<file path="src/rtl/uart_tx_scheduler.sv">
// uart_tx_scheduler
//
// Round-robin arbiter that shares a single UART TX serializer among NUM_REQ
// byte sources. It picks a requester, captures its byte, pulses tx_start for
// one cycle, then follows the serializer's tx_busy handshake. After each frame
// it enforces an idle gap before the next grant.
//
// Optional feature: define UART_TX_LOCK_EN to let the current owner keep the
// transmitter for up to MAX_BURST consecutive frames while req_lock is high.
// When the macro is undefined, req_lock is ignored and arbitration is pure
// round-robin.
//
// Ports:
//   clk_fpga     system clock (100 MHz)
//   reset_n      asynchronous active-low reset
//   req          per-requester request, held with stable data until ack
//   req_data     byte for requester i at [8i+7:8i]
//   req_lock     per-requester burst lock (UART_TX_LOCK_EN only)
//   ack          one-cycle pulse: byte captured and sent to TX
//   grant        one-hot current owner, 0 when idle
//   tx_data      byte to the serializer, held until the next capture
//   tx_start     one-cycle start pulse to the serializer
//   tx_busy      serializer busy, high for the duration of a frame
//   busy         high whenever the scheduler is not idle
//   timeout_err  sticky, set when tx_busy never rises after tx_start
//   err_clr      clears timeout_err (a simultaneous set wins)
module uart_tx_scheduler #(
    parameter int unsigned NUM_REQ       = 4,
    parameter int unsigned GAP_CYCLES    = 0,
    parameter int unsigned START_TIMEOUT = 16,
    parameter int unsigned MAX_BURST     = 16
) (
    input  logic                 clk_fpga,
    input  logic                 reset_n,
    input  logic [NUM_REQ-1:0]   req,
    input  logic [NUM_REQ*8-1:0] req_data,
    input  logic [NUM_REQ-1:0]   req_lock,
    output logic [NUM_REQ-1:0]   ack,
    output logic [NUM_REQ-1:0]   grant,
    output logic [7:0]           tx_data,
    output logic                 tx_start,
    input  logic                 tx_busy,
    output logic                 busy,
    output logic                 timeout_err,
    input  logic                 err_clr
);

    localparam int unsigned PtrW   = (NUM_REQ > 1) ? $clog2(NUM_REQ) : 1;
    localparam int unsigned TimerW = (START_TIMEOUT > 1) ? $clog2(START_TIMEOUT) : 1;
    localparam int unsigned GapW   = (GAP_CYCLES > 0) ? $clog2(GAP_CYCLES + 1) : 1;

    typedef enum logic [2:0] {
        StIdle,
        StStart,
        StWaitBusy,
        StWaitDone,
        StGap
    } state_e;

    state_e               state_q, state_d;
    logic [PtrW-1:0]      ptr_q, ptr_d;
    logic [NUM_REQ-1:0]   grant_q, grant_d;
    logic [NUM_REQ-1:0]   ack_q, ack_d;
    logic [7:0]           tx_data_q, tx_data_d;
    logic                 tx_start_q, tx_start_d;
    logic                 busy_q, busy_d;
    logic                 err_q, err_d;
    logic [TimerW-1:0]    timer_q, timer_d;
    logic [GapW-1:0]      gap_q, gap_d;

    // Round-robin pick: first set request after the last owner, wrapping.
    logic                 sel_valid;
    logic [PtrW-1:0]      sel_idx;

    always_comb begin
        int unsigned cand;
        logic [PtrW-1:0] cand_idx;
        sel_valid = 1'b0;
        sel_idx   = '0;
        cand      = 0;
        cand_idx  = '0;
        for (int unsigned k = 1; k <= NUM_REQ; k++) begin
            cand     = (32'(ptr_q) + k) % NUM_REQ;
            cand_idx = PtrW'(cand);
            if (!sel_valid && req[cand_idx]) begin
                sel_valid = 1'b1;
                sel_idx   = cand_idx;
            end
        end
    end

`ifdef UART_TX_LOCK_EN
    localparam int unsigned BurstW = (MAX_BURST > 1) ? $clog2(MAX_BURST) : 1;
    logic [BurstW-1:0] burst_q, burst_d;
    logic              relock;

    // The owner index is the pointer, which always holds the last grant.
    assign relock = req[ptr_q] && req_lock[ptr_q] && (burst_q < BurstW'(MAX_BURST - 1));

    always_ff @(posedge clk_fpga or negedge reset_n) begin
        if (!reset_n) begin
            burst_q <= '0;
        end else begin
            burst_q <= burst_d;
        end
    end
`else
    logic unused_lock;
    assign unused_lock = ^req_lock;
`endif

    always_comb begin
        state_d    = state_q;
        ptr_d      = ptr_q;
        grant_d    = grant_q;
        ack_d      = '0;
        tx_start_d = 1'b0;
        tx_data_d  = tx_data_q;
        timer_d    = timer_q;
        gap_d      = gap_q;
        err_d      = err_q;
`ifdef UART_TX_LOCK_EN
        burst_d    = burst_q;
`endif
        if (err_clr) begin
            err_d = 1'b0;
        end

        case (state_q)
            StIdle: begin
                if (sel_valid) begin
                    state_d    = StStart;
                    grant_d    = NUM_REQ'(1) << sel_idx;
                    ack_d      = NUM_REQ'(1) << sel_idx;
                    tx_data_d  = req_data[{sel_idx, 3'b000} +: 8];
                    tx_start_d = 1'b1;
                    ptr_d      = sel_idx;
`ifdef UART_TX_LOCK_EN
                    burst_d    = '0;
`endif
                end
            end
            StStart: begin
                timer_d = '0;
                state_d = StWaitBusy;
            end
            StWaitBusy: begin
                if (tx_busy) begin
                    state_d = StWaitDone;
                end else if (timer_q == TimerW'(START_TIMEOUT - 1)) begin
                    // Frame is abandoned; the set overrides a same-cycle clear.
                    err_d   = 1'b1;
                    gap_d   = GapW'(GAP_CYCLES);
                    state_d = StGap;
                end else begin
                    timer_d = timer_q + 1'b1;
                end
            end
            StWaitDone: begin
                if (!tx_busy) begin
                    gap_d   = GapW'(GAP_CYCLES);
                    state_d = StGap;
                end
            end
            StGap: begin
                // Counter loaded with GAP_CYCLES, so GAP spans GAP_CYCLES+1 cycles.
                if (gap_q != '0) begin
                    gap_d = gap_q - 1'b1;
                end else begin
`ifdef UART_TX_LOCK_EN
                    if (relock) begin
                        state_d    = StStart;
                        ack_d      = NUM_REQ'(1) << ptr_q;
                        tx_data_d  = req_data[{ptr_q, 3'b000} +: 8];
                        tx_start_d = 1'b1;
                        burst_d    = burst_q + 1'b1;
                    end else begin
                        state_d = StIdle;
                        grant_d = '0;
                    end
`else
                    state_d = StIdle;
                    grant_d = '0;
`endif
                end
            end
            default: begin
                state_d = StIdle;
                grant_d = '0;
            end
        endcase

        busy_d = (state_d != StIdle);
    end

    always_ff @(posedge clk_fpga or negedge reset_n) begin
        if (!reset_n) begin
            state_q    <= StIdle;
            ptr_q      <= PtrW'(NUM_REQ - 1);
            grant_q    <= '0;
            ack_q      <= '0;
            tx_data_q  <= '0;
            tx_start_q <= 1'b0;
            busy_q     <= 1'b0;
            err_q      <= 1'b0;
            timer_q    <= '0;
            gap_q      <= '0;
        end else begin
            state_q    <= state_d;
            ptr_q      <= ptr_d;
            grant_q    <= grant_d;
            ack_q      <= ack_d;
            tx_data_q  <= tx_data_d;
            tx_start_q <= tx_start_d;
            busy_q     <= busy_d;
            err_q      <= err_d;
            timer_q    <= timer_d;
            gap_q      <= gap_d;
        end
    end

    assign grant       = grant_q;
    assign ack         = ack_q;
    assign tx_data     = tx_data_q;
    assign tx_start    = tx_start_q;
    assign busy        = busy_q;
    assign timeout_err = err_q;

endmodule

</file>
<file path="config.mk">
export PLATFORM = sky130hd
export DESIGN_NAME = uart_tx_scheduler
export DESIGN_NICKNAME = d
export VERILOG_FILES = /design/src/rtl/uart_tx_scheduler.sv
export SDC_FILE = /design/constraint.sdc
export NUM_CORES = 1
export LEC_CHECK = 0
export ABC_AREA = 1
export BUFFER_PORTS_ARGS = -buffer_cell sky130_fd_sc_hd__buf_2
export CAP_MARGIN = 0
export CELL_PAD_IN_SITES_DETAIL_PLACEMENT = 0
export CELL_PAD_IN_SITES_GLOBAL_PLACEMENT = 2
export CORE_UTILIZATION = 26
export CTS_CLUSTER_DIAMETER = 30
export DETAILED_ROUTE_END_ITERATION = 8
export PLACE_DENSITY_LB_ADDON = 0.1
export SLEW_MARGIN = 5
export SYNTH_ARGS = -nofsm -noshare
export SYNTH_HDL_FRONTEND = slang
export SYNTH_SLANG_ARGS = --single-unit
</file>
<file path="constraint.sdc">
create_clock -name clk_fpga -period 2.1 [get_ports clk_fpga]
set_input_delay 0.21 -clock clk_fpga [delete_from_list [all_inputs] [get_ports clk_fpga]]
set_output_delay 0.21 -clock clk_fpga [all_outputs]
set_load 0.01 [all_outputs]
</file>
==> metrics.md <==
| Metric | Value |
|---|---|
| Status | completed |
| Port buffer count | between 50 and 60 |
| Worst Tran Pin Value | approximately 0.63 ns |
| Max Cap Violations | 0 |
| Met2 Usage GRT | 0.215 |
| Yosys cell types | 25 |
| Die Ht | approximately 85 um |
| Worst R2R Path Depth | 16 |
| Crit path largest cell delay | around 0.62 ns |
| Hold depth | 2 |
| Commonest non-fill, non-tap cells in the layout | 80 x nand2_1, 59 x buf_2, 37 x nand3_1 |
| Chip Width | roughly 85 um |
| CTS tree | yes |
| Final core occ | 0.368 |
| IO Pins | 63 |
| Clock Sinks | 28 |
| Fin crit share | 0.945 |
| Number of global-route vias before repair | between 1500 and 2000 |
| Most common cell after layout, fill and taps aside | nand2_1 |
| CP cell instances | inv_4 > nand2_2 > nand2_2 > nand2_2 > nand2_4 > inv_2 > nand2_2 > nor2_4 > nand2_8 > buf_2 > nand3_1 > nand2_1 > nand2_1 > nand2_1 > nand2_1 > nand2_1 |
| Worst setup path category | flop to flop |
| Reg clk slew, reported paths | ~0.10 ns |
| DP Wirelength | between 3000 and 4000 um |
| CTS Buf Count | 3 |
| Buffers and inverters on the worst path | 3 |
| Kind of start point of the critical path | flop |
| Clk Latency, worst-skew pair | around 0.28 ns |
| Via count | 1765 |
| Design area | between 2000 and 2500 um2 |
| Setup crit end | tx_data[7]$_DFFE_PN0P_ |
| Pre-CTS worst setup slack | 0.0524 ns |
| Initial antenna violation count | 0 |
| DR WL/cell | roughly 12 um |
| Met3 global-route usage | 0.0360 |
| R2r startpoint | ptr_q[0]$_DFFE_PN1P_ |
| PwrDens | around 1900 nW/um2 |
| Hold Slack | about 0.11 ns |
| Fin nets | between 300 and 400 |
| Crit path required time | roughly 2.3 ns |
| Dpl cell area | between 2000 and 2500 um2 |
| Post-Syn Area per Cell | roughly 7 um2 |
| Setup violators final | 0 |
| Final Worst Setup Slack | ~0.11 ns |
| Layout area overhead | 33.6% |
| Diodes inserted | 0 |
| Routed vias/inst | 4.41 |
| Fin. max-slew vios | 0 |
| Final wirelength | 4630 um |
| Cells after DPL | between 300 and 400 |
| Initial core utilization | 0.275 |
| Rows | 29 |
| Grt ovf | 0 |
| Worst-path fanout max | 7 |
| Clock root buffer | clkbuf_8 |
| DRC violations left | 0 |
| Number of synthesized register bits | 28 |
| Min-delay worst type | input pin to flop |
| Worst reg2reg endpoint | tx_data[7]$_DFFE_PN0P_ |
| Fraction of layout cells with a size suffix above 1 | 0.372 |
| Reg-to-reg setup timing slack | between 0.1 and 0.15 ns |
| Worst slew margin | 0.578 |
| Levels on crit path | 16 |
| Largest net degree at the start of global routing | 29 |
| CP top delay family | simple AND/OR/NAND/NOR gates |
| GPL Wtd Cong | between 0.7 and 0.8 |
| Worst Setup End Kind | flop |
| Finished Layout Cells | 400 |
| Top Usage Layer GRT | met2 |
| VDD IR-drop max | slightly below 0.5 mV |
| P_leak | about 1.3 nW |
| Fill cells | approximately 740 |
| Core outline area | roughly 6500 um2 |
| Seq/Total Area, Yosys | 0.393 |
| 1st-iter DRT viols | 54 |
| Post-Syn Area | approximately 1800 um2 |
| Clock period minus worst slack | roughly 2.0 ns |
| Final Hold Fails | 0 |
| Ys Warns | 0 |
| RSZ-0062 raised after global routing | yes |
| Post-Syn Nets | 296 |
| Final Skew | around 0.0093 ns |
| Most frequent CP cell | nand2_1 |
| Worst Setup SP | ptr_q[0]$_DFFE_PN1P_ |
| Slowest-stage cell, CP | dfstp_2 |
| M1 GR Usage | 0.183 |
| Global-route wire length before repair | about 7800 um |
| Final ANT Viol Nets | 0 |
| Max Freq | ~500 MHz |
| Synth Instances | approximately 250 |
| Data arrival, critical path | 2.16 ns |
| Clock Path Buffers | 2 |
| Die ar. | 7220 um2 |
| Htree depth | 1 |
| Router iterations before antenna repair | 6 |
| Tot GR Track Use | 0.134 |
[synth_stat cells, drive strengths merged]
master	instances	area, um2
inv	36	138
o21ai	12	60.1
a21oi	4	20.0
ha	1	12.5
dfrtp	26	651
nor2	10	60.1
nor3b	1	7.51
buf	7	60.1
a211oi	1	7.51
a31oi	1	6.26
nor3	3	26.3
nand3	39	205
nand2	108	483
dfstp	2	52.6
[layout make-up]
cell class	count	area (um2)	area share
Clock inverter	1	30.0	0.0126
Multi-Input combinational cell	181	937	0.392
Clock buffer	3	41.3	0.0173
Tap cell	77	96.3	0.0403
Timing Repair Buffer	74	443	0.185
Inverter	36	140	0.0586
Sequential cell	28	703	0.294
[sequential cells by signal (all words and copies together) (netlist names)]
signal / cells
tx_data: 8
ack: 4
grant: 4
timer_q: 4
state_q: 3
ptr_q: 2
busy: 1
timeout_err: 1
tx_start: 1
[worst min-delay path by stage]
stage | start | to | slack, ns
after floorplan | reset_n | ack[0]$_DFF_PN0_ | -0.09
after global placement | reset_n | ack[1]$_DFF_PN0_ | 0.27
after detailed placement | reset_n | ack[0]$_DFF_PN0_ | 0.28
after CTS | tx_busy | state_q[2]$_DFF_PN0_ | 0.10
after global routing | err_clr | timeout_err$_DFF_PN0_ | 0.10
final | tx_busy | state_q[2]$_DFF_PN0_ | 0.11
[metal layers]
layer  vias to the layer above  wire length [um]
li1                        924                 -
met1                       791              2320
met2                        48              2010
met3                         2               278
met4                         0                16
met5                         -                 0
[power breakdown]
| group | switching, mW | internal [mW] |
|---|---|---|
| sequential | 0.124 | 0.765 |
| combinational | 1.95 | 1.22 |
| clock | 0.168 | 0.255 |
| total | 2.24 | 2.24 |
[timing repair]
action / CTS / global route
hold endpoints to repair: 26 / 0
hold buffers: 1 / 0
gates resized for setup: 0 / 11
buffers inserted: 0 / 1
setup endpoints to repair: 0 / 13
[kinds of logic (layout without fill, tap and decap cells)]
kind of cell             Yosys count  after routing  synth area share
adder cells (fa/ha/maj)            1              1           0.00699
buffers and inverters             43            114             0.110
AND/OR/NAND/NOR                  161            162             0.437
AO/OA/AOI/OAI                     18             18            0.0525
flip-flops                        28             28             0.393
[metrics by stage]
stage	setup TNS, ns	power, mW
after detailed placement	0	3.91
after global routing	-0.296	4.95
after global placement	0	3.91
after CTS	0	4.36
final	0	4.48
after floorplan	0	3.00
[worst reg2reg max path: cells and delay by family, from the launching register on]
kind,cells,cell delay (ns)
flops,1,0.62
buf+inv,3,0.30
simple gates,13,0.98
Power figures use the tool's default switching activity.
